==> config.mk <==
export PLATFORM = sky130hd
export DESIGN_NAME = imem_loader
export DESIGN_NICKNAME = d
export VERILOG_FILES = /design/src/rtl/risc_v_pkg.sv /design/src/rtl/imem_loader_word_packer.sv /design/src/rtl/imem_loader.sv
export SDC_FILE = /design/constraint.sdc
export NUM_CORES = 1
export LEC_CHECK = 0
export CORE_MARGIN = 2
export CORE_UTILIZATION = 45
export DETAILED_ROUTE_END_ITERATION = 12
export PLACE_DENSITY_LB_ADDON = 0.3
export SKIP_LAST_GASP = 1
export SYNTH_ARGS = -nofsm -noshare
export SYNTH_HDL_FRONTEND = slang
export SYNTH_SLANG_ARGS = --single-unit
==> constraint.sdc <==
create_clock -name CLK -period 4.3 [get_ports CLK]
set_input_delay 0.86 -clock CLK [delete_from_list [all_inputs] [get_ports CLK]]
set_output_delay 0.86 -clock CLK [all_outputs]
set_load 0.005 [all_outputs]
==> src/rtl/risc_v_pkg.sv <==
//------------------------------------------------------------------------------
// risc_v_pkg
//   Shared constants and types for the core and its instruction-memory loader.
//   Revision: 1.0 - initial release
//------------------------------------------------------------------------------
`default_nettype none

package risc_v_pkg;

  localparam int         IMEM_ADDR_W = 8;
  localparam int         INSTR_W     = 32;
  localparam logic [7:0] START_BYTE  = 8'hA5;

  typedef enum logic [2:0] {
    ST_IDLE = 3'd0,
    ST_LEN  = 3'd1,
    ST_DATA = 3'd2,
    ST_CHK  = 3'd3,
    ST_DONE = 3'd4,
    ST_ERR  = 3'd5
  } loader_state_t;

  // Instruction field bit positions used by the core decoder
  localparam int FLD_B        = 31;
  localparam int FLD_C        = 30;
  localparam int FLD_W        = 29;
  localparam int FLD_S        = 28;
  localparam int FLD_ALUOP_HI = 27;
  localparam int FLD_ALUOP_LO = 24;
  localparam int FLD_A1_HI    = 23;
  localparam int FLD_A1_LO    = 16;
  localparam int FLD_A2_HI    = 15;
  localparam int FLD_A2_LO    = 8;
  localparam int FLD_A3_HI    = 7;
  localparam int FLD_A3_LO    = 0;

endpackage

`default_nettype wire

==> src/rtl/imem_loader_word_packer.sv <==
//------------------------------------------------------------------------------
// word_packer
//   Collects four stream bytes little-endian into one 32-bit instruction word.
//   Revision: 1.0 - initial release
//------------------------------------------------------------------------------
`default_nettype none

module word_packer (
  input  logic        CLK,
  input  logic        RST,
  input  logic        clr,
  input  logic        byte_en,
  input  logic [7:0]  byte_in,
  output logic [31:0] word,
  output logic        word_ready
);

  logic [1:0]  r_idx;
  logic [23:0] r_shift;

  // The completing byte is merged combinationally so the word is usable in the accept cycle
  assign word       = {byte_in, r_shift};
  assign word_ready = byte_en && (r_idx == 2'd3);

  always_ff @(posedge CLK or negedge RST) begin
    if (!RST) begin
      r_idx   <= 2'd0;
      r_shift <= 24'd0;
    end else if (clr) begin
      r_idx   <= 2'd0;
      r_shift <= 24'd0;
    end else if (byte_en) begin
      r_idx   <= r_idx + 2'd1;
      r_shift <= {byte_in, r_shift[23:8]};
    end
  end

endmodule

`default_nettype wire

==> src/rtl/imem_loader.sv <==
//------------------------------------------------------------------------------
// imem_loader
//   Loads a framed byte-stream program image into instruction memory and holds
//   the core in reset until complete. Define IMEM_LOADER_CHECKSUM_EN for XOR check.
//   Revision: 1.0 - initial release
//------------------------------------------------------------------------------
`default_nettype none

module imem_loader #(
  parameter int         ADDR_W     = risc_v_pkg::IMEM_ADDR_W,
  parameter int         DATA_W     = risc_v_pkg::INSTR_W,
  parameter logic [7:0] START_BYTE = risc_v_pkg::START_BYTE
) (
  input  logic              CLK,
  input  logic              RST,
  input  logic [7:0]        IN_DATA,
  input  logic              IN_VALID,
  output logic              IN_READY,
  output logic              WE,
  output logic [ADDR_W-1:0] WA,
  output logic [DATA_W-1:0] WD,
  output logic              CORE_RST,
  output logic              BUSY,
  output logic              DONE,
  output logic              ERR,
  output logic [ADDR_W:0]   WORD_CNT
);

  import risc_v_pkg::*;

  loader_state_t     r_state;
  logic              r_ready;
  logic              r_we;
  logic              r_core_rst;
  logic              r_busy;
  logic              r_done;
  logic [ADDR_W-1:0] r_wa;
  logic [DATA_W-1:0] r_wd;
  logic [ADDR_W:0]   r_word_cnt;
  logic [ADDR_W:0]   r_len_words;
`ifdef IMEM_LOADER_CHECKSUM_EN
  logic              r_err;
  logic [7:0]        r_xor;
`endif

  logic              w_fire;
  logic              w_start;
  logic              w_pack_en;
  logic              w_pack_clr;
  logic              w_word_done;
  logic [31:0]       w_word;

  assign w_fire     = IN_VALID & r_ready;
  assign w_start    = w_fire && (IN_DATA == START_BYTE);
  assign w_pack_en  = w_fire && (r_state == ST_DATA);
  assign w_pack_clr = w_fire && (r_state == ST_LEN);

  word_packer u_packer (
    .CLK        (CLK),
    .RST        (RST),
    .clr        (w_pack_clr),
    .byte_en    (w_pack_en),
    .byte_in    (IN_DATA),
    .word       (w_word),
    .word_ready (w_word_done)
  );

  always_ff @(posedge CLK or negedge RST) begin
    if (!RST) begin
      r_state     <= ST_IDLE;
      r_ready     <= 1'b0;
      r_we        <= 1'b0;
      r_core_rst  <= 1'b0;
      r_busy      <= 1'b0;
      r_done      <= 1'b0;
      r_wa        <= '0;
      r_wd        <= '0;
      r_word_cnt  <= '0;
      r_len_words <= '0;
`ifdef IMEM_LOADER_CHECKSUM_EN
      r_err       <= 1'b0;
      r_xor       <= 8'd0;
`endif
    end else begin
      // The write slot occupies exactly one cycle, during which no byte is taken
      r_we    <= w_word_done;
      r_ready <= !w_word_done;
      if (w_word_done) begin
        r_wa       <= r_word_cnt[ADDR_W-1:0];
        r_wd       <= w_word;
        r_word_cnt <= r_word_cnt + (ADDR_W+1)'(1);
      end
`ifdef IMEM_LOADER_CHECKSUM_EN
      if (w_pack_en) begin
        r_xor <= r_xor ^ IN_DATA;
      end
`endif

      case (r_state)
        ST_IDLE: begin
          if (w_start) begin
            r_state <= ST_LEN;
            r_busy  <= 1'b1;
          end
        end
        ST_LEN: begin
          if (w_fire) begin
            r_state     <= ST_DATA;
            r_len_words <= (IN_DATA == 8'd0) ? (ADDR_W+1)'(256) : (ADDR_W+1)'(IN_DATA);
            r_word_cnt  <= '0;
            r_wa        <= '0;
`ifdef IMEM_LOADER_CHECKSUM_EN
            r_xor       <= 8'd0;
`endif
          end
        end
        ST_DATA: begin
          // Word count already includes the word being written in this slot
          if (r_we && (r_word_cnt == r_len_words)) begin
`ifdef IMEM_LOADER_CHECKSUM_EN
            r_state    <= ST_CHK;
`else
            r_state    <= ST_DONE;
            r_busy     <= 1'b0;
            r_done     <= 1'b1;
            r_core_rst <= 1'b1;
`endif
          end
        end
`ifdef IMEM_LOADER_CHECKSUM_EN
        ST_CHK: begin
          if (w_fire) begin
            r_busy <= 1'b0;
            if (IN_DATA == r_xor) begin
              r_state    <= ST_DONE;
              r_done     <= 1'b1;
              r_core_rst <= 1'b1;
            end else begin
              r_state <= ST_ERR;
              r_err   <= 1'b1;
            end
          end
        end
`endif
        ST_DONE, ST_ERR: begin
          if (w_start) begin
            r_state    <= ST_LEN;
            r_busy     <= 1'b1;
            r_done     <= 1'b0;
            r_core_rst <= 1'b0;
`ifdef IMEM_LOADER_CHECKSUM_EN
            r_err      <= 1'b0;
`endif
          end
        end
        default: r_state <= ST_IDLE;
      endcase
    end
  end

  assign IN_READY = r_ready;
  assign WE       = r_we;
  assign WA       = r_wa;
  assign WD       = r_wd;
  assign CORE_RST = r_core_rst;
  assign BUSY     = r_busy;
  assign DONE     = r_done;
  assign WORD_CNT = r_word_cnt;
`ifdef IMEM_LOADER_CHECKSUM_EN
  assign ERR      = r_err;
`else
  assign ERR      = 1'b0;
`endif

endmodule

`default_nettype wire

==> metrics.txt <==
# TYPE chip_impl_metric gauge
chip_impl_metric{name="detailedRoute.firstPassIterationCount",unit=""} 4
chip_impl_metric{name="viasPerCell",unit=""} 5.17
chip_impl_metric{name="timing.setup.tns",unit="ns"} 0
chip_impl_info{name="critical_path.reg2reg.startpoint",value="r_state[1]$_DFFE_PN0P_"} 1
chip_impl_metric{name="ir_worst_vdd",unit="V"} 0.000163
chip_impl_metric{name="mappedNetlistNets",unit=""} 381
chip_impl_metric{name="chipHeight",unit="µm"} 94.7
chip_impl_metric{name="worst_ep_arrival_time",unit="ns"} 2.84
chip_impl_metric{name="setup.reg_to_reg.worst_slack",unit="ns"} 2.06
chip_impl_metric{name="number_of_antenna_violations_at_the_first_check_in_global_routing",unit=""} 0
chip_impl_metric{name="pin_count_of_the_biggest_net_entering_global_routing",unit=""} 92
chip_impl_info{name="run_status",value="completed"} 1
chip_impl_metric{name="post-route-period-util",unit=""} 0.605
chip_impl_metric{name="tritoncts_num_sinks",unit=""} 91
chip_impl_info{name="clock_tree_from_tritoncts",value="yes"} 1
chip_impl_metric{name="final_standard_cell_count_with_taps_included_and_fillers_excluded",unit=""} 533
chip_impl_metric{name="area_growth_from_synthesis_to_layout",unit="%"} 23.7
chip_impl_metric{name="clock_insertion_delay_worst_skew",unit="ns"} 0.36
chip_impl_info{name="worst_r2r_endpoint",value="WORD_CNT[0]$_DFF_PN0_"} 1
chip_impl_metric{name="layout.core_utilization",unit=""} 0.565
chip_impl_metric{name="place.detailed.hpwl",unit="mm"} 5.19
chip_impl_metric{name="drcViolationCount",unit=""} 0
chip_impl_metric{name="post-route-worst-setup-slack",unit="ns"} 1.70
chip_impl_metric{name="fin_worst_hold_slack",unit="ns"} 0.482
chip_impl_metric{name="drive_above_1_share",unit=""} 0.0607
chip_impl_metric{name="io_pins",unit=""} 66
chip_impl_metric{name="clkSlewWorstSetupHoldPaths",unit="ns"} 0.09
chip_impl_metric{name="row_count",unit=""} 33
chip_impl_metric{name="cts_inserted_buffers",unit=""} 9
chip_impl_info{name="startpoint_to_endpoint_class_of_the_critical_path",value="primary input to register"} 1
chip_impl_metric{name="asyncSetResetFlopFracSynth",unit=""} 1.00
chip_impl_metric{name="netlist.area_leader.share",unit=""} 0.615
chip_impl_metric{name="final_max_slew_viol_count",unit=""} 0
chip_impl_metric{name="dieWidth",unit="µm"} 94.7
chip_impl_info{name="post-synth-top-area-cell",value="sky130_fd_sc_hd__dfrtp_1"} 1
chip_impl_info{name="min-delay-path-class",value="register to register"} 1
chip_impl_metric{name="maxCapViolCount",unit=""} 0
chip_impl_metric{name="place.gp.congestion",unit=""} 0.774
chip_impl_metric{name="hold_violations",unit=""} 0
chip_impl_metric{name="antenna-diode-count",unit=""} 0
chip_impl_metric{name="grt_pass1_wl",unit="mm"} 13.2
chip_impl_info{name="postSynth.topFlopCell",value="sky130_fd_sc_hd__dfrtp_1"} 1
chip_impl_metric{name="floorplan.core_area",unit="µm²"} 8090
chip_impl_metric{name="yosys_register_bits",unit=""} 91
chip_impl_info{name="unrepaired_setup_endpoints_after_global_routing",value="no"} 1
chip_impl_info{name="yosys-top-cells-area",value="sky130_fd_sc_hd__dfrtp_1 (62%), sky130_fd_sc_hd__nand2_1 (16%), sky130_fd_sc_hd__a22o_1 (5.7%)"} 1
chip_impl_metric{name="cts_hold_buffers",unit=""} 0
chip_impl_metric{name="total_power",unit="mW"} 1.51
chip_impl_metric{name="port_buffers",unit=""} 64
chip_impl_metric{name="grt-ovfl-total",unit=""} 0
chip_impl_info{name="clk_root_buffer_cell",value="sky130_fd_sc_hd__clkbuf_8"} 1
chip_impl_metric{name="post_cts_resized",unit=""} 0
chip_impl_metric{name="fmax",unit="MHz"} 385
chip_impl_metric{name="wirelength",unit="mm"} 7.93
chip_impl_metric{name="number_of_different_library_cells_in_the_post_synthesis_netlist",unit=""} 36
chip_impl_metric{name="place_inst",unit=""} 517
chip_impl_info{name="whs_endpoint",value="WD[14]$_DFFE_PN0P_"} 1
chip_impl_metric{name="postRouteAntennaNets",unit=""} 0
chip_impl_metric{name="crit_path_max_fanout",unit=""} 46
chip_impl_metric{name="synth_seq_area_share",unit=""} 0.615
chip_impl_metric{name="die_area",unit="µm²"} 8960
chip_impl_info{name="cp-end-kind",value="register"} 1
chip_impl_metric{name="initial_standard_cell_utilization_of_the_core",unit=""} 0.457
chip_impl_metric{name="setup-violations-final",unit=""} 0
chip_impl_metric{name="dr_total_vias",unit=""} 2757
chip_impl_metric{name="post-route-cell-area",unit="µm²"} 4580
chip_impl_metric{name="number_of_global_route_vias_before_repair",unit=""} 2574
chip_impl_info{name="critical_path.startpoint_type",value="primary input"} 1
chip_impl_metric{name="place_worst_setup_slack",unit="ns"} 1.31
chip_impl_metric{name="number_of_enable_type_register_cells_in_the_synthesized_netlist",unit=""} 0
chip_impl_metric{name="synth_area_per_cell",unit="µm²"} 10.1
chip_impl_metric{name="cts.repair_timing.setup_buffer_count",unit=""} 0
chip_impl_metric{name="global_route.usage.total",unit=""} 0.190
chip_impl_metric{name="drt-wirelength-per-cell",unit="µm"} 14.9
chip_impl_metric{name="synth.cell_area",unit="µm²"} 3700
chip_impl_metric{name="post_dp_cell_area",unit="µm²"} 4390
chip_impl_metric{name="leakage",unit="nW"} 2.18
chip_impl_metric{name="tightestPinTransition",unit="ns"} 1.11
chip_impl_info{name="source_of_the_worst_hold_timing_path",value="WD[14]$_DFFE_PN0P_"} 1
chip_impl_metric{name="yosys_warnings",unit=""} 0
chip_impl_metric{name="clock_skew",unit="ns"} 0.00994
chip_impl_metric{name="timing.critical_path.required",unit="ns"} 4.54
chip_impl_metric{name="p_per_area",unit="nW/µm²"} 330
chip_impl_metric{name="r2r_cells",unit=""} 4
chip_impl_metric{name="syn_inst",unit=""} 368
chip_impl_metric{name="cts_max_path_buffers",unit=""} 2
chip_impl_metric{name="initialDrtViolationCount",unit=""} 189
chip_impl_metric{name="worstHoldPathCells",unit=""} 2
chip_impl_metric{name="cts-htree-levels",unit=""} 3
chip_impl_metric{name="final_period_minus_worst_setup_slack",unit="ns"} 2.60
chip_impl_metric{name="timing.slew.headroom",unit=""} 0.263
chip_impl_metric{name="final_net_count",unit=""} 436
==> layer usage <==
metal	track usage	vias to the layer above	wire length, µm
met5	0	-	0
met4	0.0688	0	100
met3	0.0295	8	374
met2	0.268	75	3610
met1	0.297	1345	3850
li1	-	1329	-
==> power breakdown <==
group / total, mW / internal (mW) / switching (mW)
logic: 0.0730 / 0.0295 / 0.0435
clock network: 0.551 / 0.246 / 0.305
registers: 0.884 / 0.870 / 0.0141
total: 1.51 / 1.15 / 0.362
==> how the worst max path moves through the flow <==
| stage | startpoint | to | cells after the start |
|---|---|---|---|
| 2_1_floorplan | IN_VALID | WA[2]$_DFF_PN0_ | 7 |
| 3_3_place_gp | IN_VALID | WORD_CNT[0]$_DFF_PN0_ | 6 |
| 3_5_place_dp | IN_VALID | WORD_CNT[0]$_DFF_PN0_ | 6 |
| 4_1_cts | IN_VALID | WORD_CNT[0]$_DFF_PN0_ | 6 |
| 5_1_grt | IN_VALID | WORD_CNT[0]$_DFF_PN0_ | 6 |
| 6_report | IN_VALID | WORD_CNT[0]$_DFF_PN0_ | 6 |
==> critical path: stages <==
cell                              delay, ns
sky130_fd_sc_hd__clkdlybuf4s50_1       0.53
sky130_fd_sc_hd__and2_1                0.31
sky130_fd_sc_hd__nand3_2               0.14
sky130_fd_sc_hd__inv_2                 0.54
sky130_fd_sc_hd__nor2_1                0.15
sky130_fd_sc_hd__mux2_2                0.30
==> sequential cells by signal, summed over array words and instances, names as in the netlist, named ones only <==
| name | count |
|---|---|
| BUSY | 1 |
| DONE | 1 |
| WORD_CNT | 2 |
| u_packer.r_idx | 2 |
| u_packer.r_shift | 24 |
| WA | 8 |
| IN_READY | 1 |
| WD | 32 |
| r_state | 3 |
| r_len_words | 9 |
| WE | 1 |
==> cells in the mapped netlist (3+ instances only) <==
cell and n:
sky130_fd_sc_hd__a21oi_1 11, sky130_fd_sc_hd__dfrtp_1 91, sky130_fd_sc_hd__nand4_1 5, sky130_fd_sc_hd__nor3_1 4, sky130_fd_sc_hd__xnor2_1 10, sky130_fd_sc_hd__nor4_1 4, sky130_fd_sc_hd__o21ai_0 4, sky130_fd_sc_hd__a22o_1 24
sky130_fd_sc_hd__o21a_1 4, sky130_fd_sc_hd__o211ai_1 3, sky130_fd_sc_hd__clkbuf_1 10, sky130_fd_sc_hd__nand2_1 154, sky130_fd_sc_hd__nand3_1 5, sky130_fd_sc_hd__buf_2 9
==> layout by cell type (no fill, tap or decap), types with 4 or more instances in the layout <==
cell,count
sky130_fd_sc_hd__clkbuf_8,11
sky130_fd_sc_hd__nand2_1,154
sky130_fd_sc_hd__clkdlybuf4s50_1,63
sky130_fd_sc_hd__nor3_1,4
sky130_fd_sc_hd__o21ai_0,4
sky130_fd_sc_hd__nand3_1,4
sky130_fd_sc_hd__nor4_1,4
sky130_fd_sc_hd__xnor2_1,10
sky130_fd_sc_hd__dfrtp_1,91
sky130_fd_sc_hd__o21a_1,4
sky130_fd_sc_hd__a22o_1,24
sky130_fd_sc_hd__a21oi_1,11
sky130_fd_sc_hd__nand4_1,5
==> cell families (layout without fill, tap and decap cells) <==
kind of cell / count (synthesis) / count (layout) / synth area share
AOI/OAI and AO/OA: 49 / 49 / 0.0960
xor gates and xnor gates: 10 / 10 / 0.0237
adders and majority gates: 2 / 2 / 0.00676
buffers and inverters: 23 / 83 / 0.0284
DFF: 91 / 91 / 0.615
muxes: 4 / 4 / 0.0115
other: 1 / 1 / 0.00101
and+or+nand+nor: 188 / 188 / 0.217
==> final cells by class <==
cell class / count / area, µm²
Sequential cell: 91 / 2280
Fill cell: 741 / 3520
Clock buffer: 12 / 155
Clock inverter: 4 / 32.5
Inverter: 2 / 7.51
Multi-Input combinational cell: 254 / 1330
Timing Repair Buffer: 65 / 646
Tap cell: 105 / 131
No activity file was read; power rests on OpenSTA's default activity.
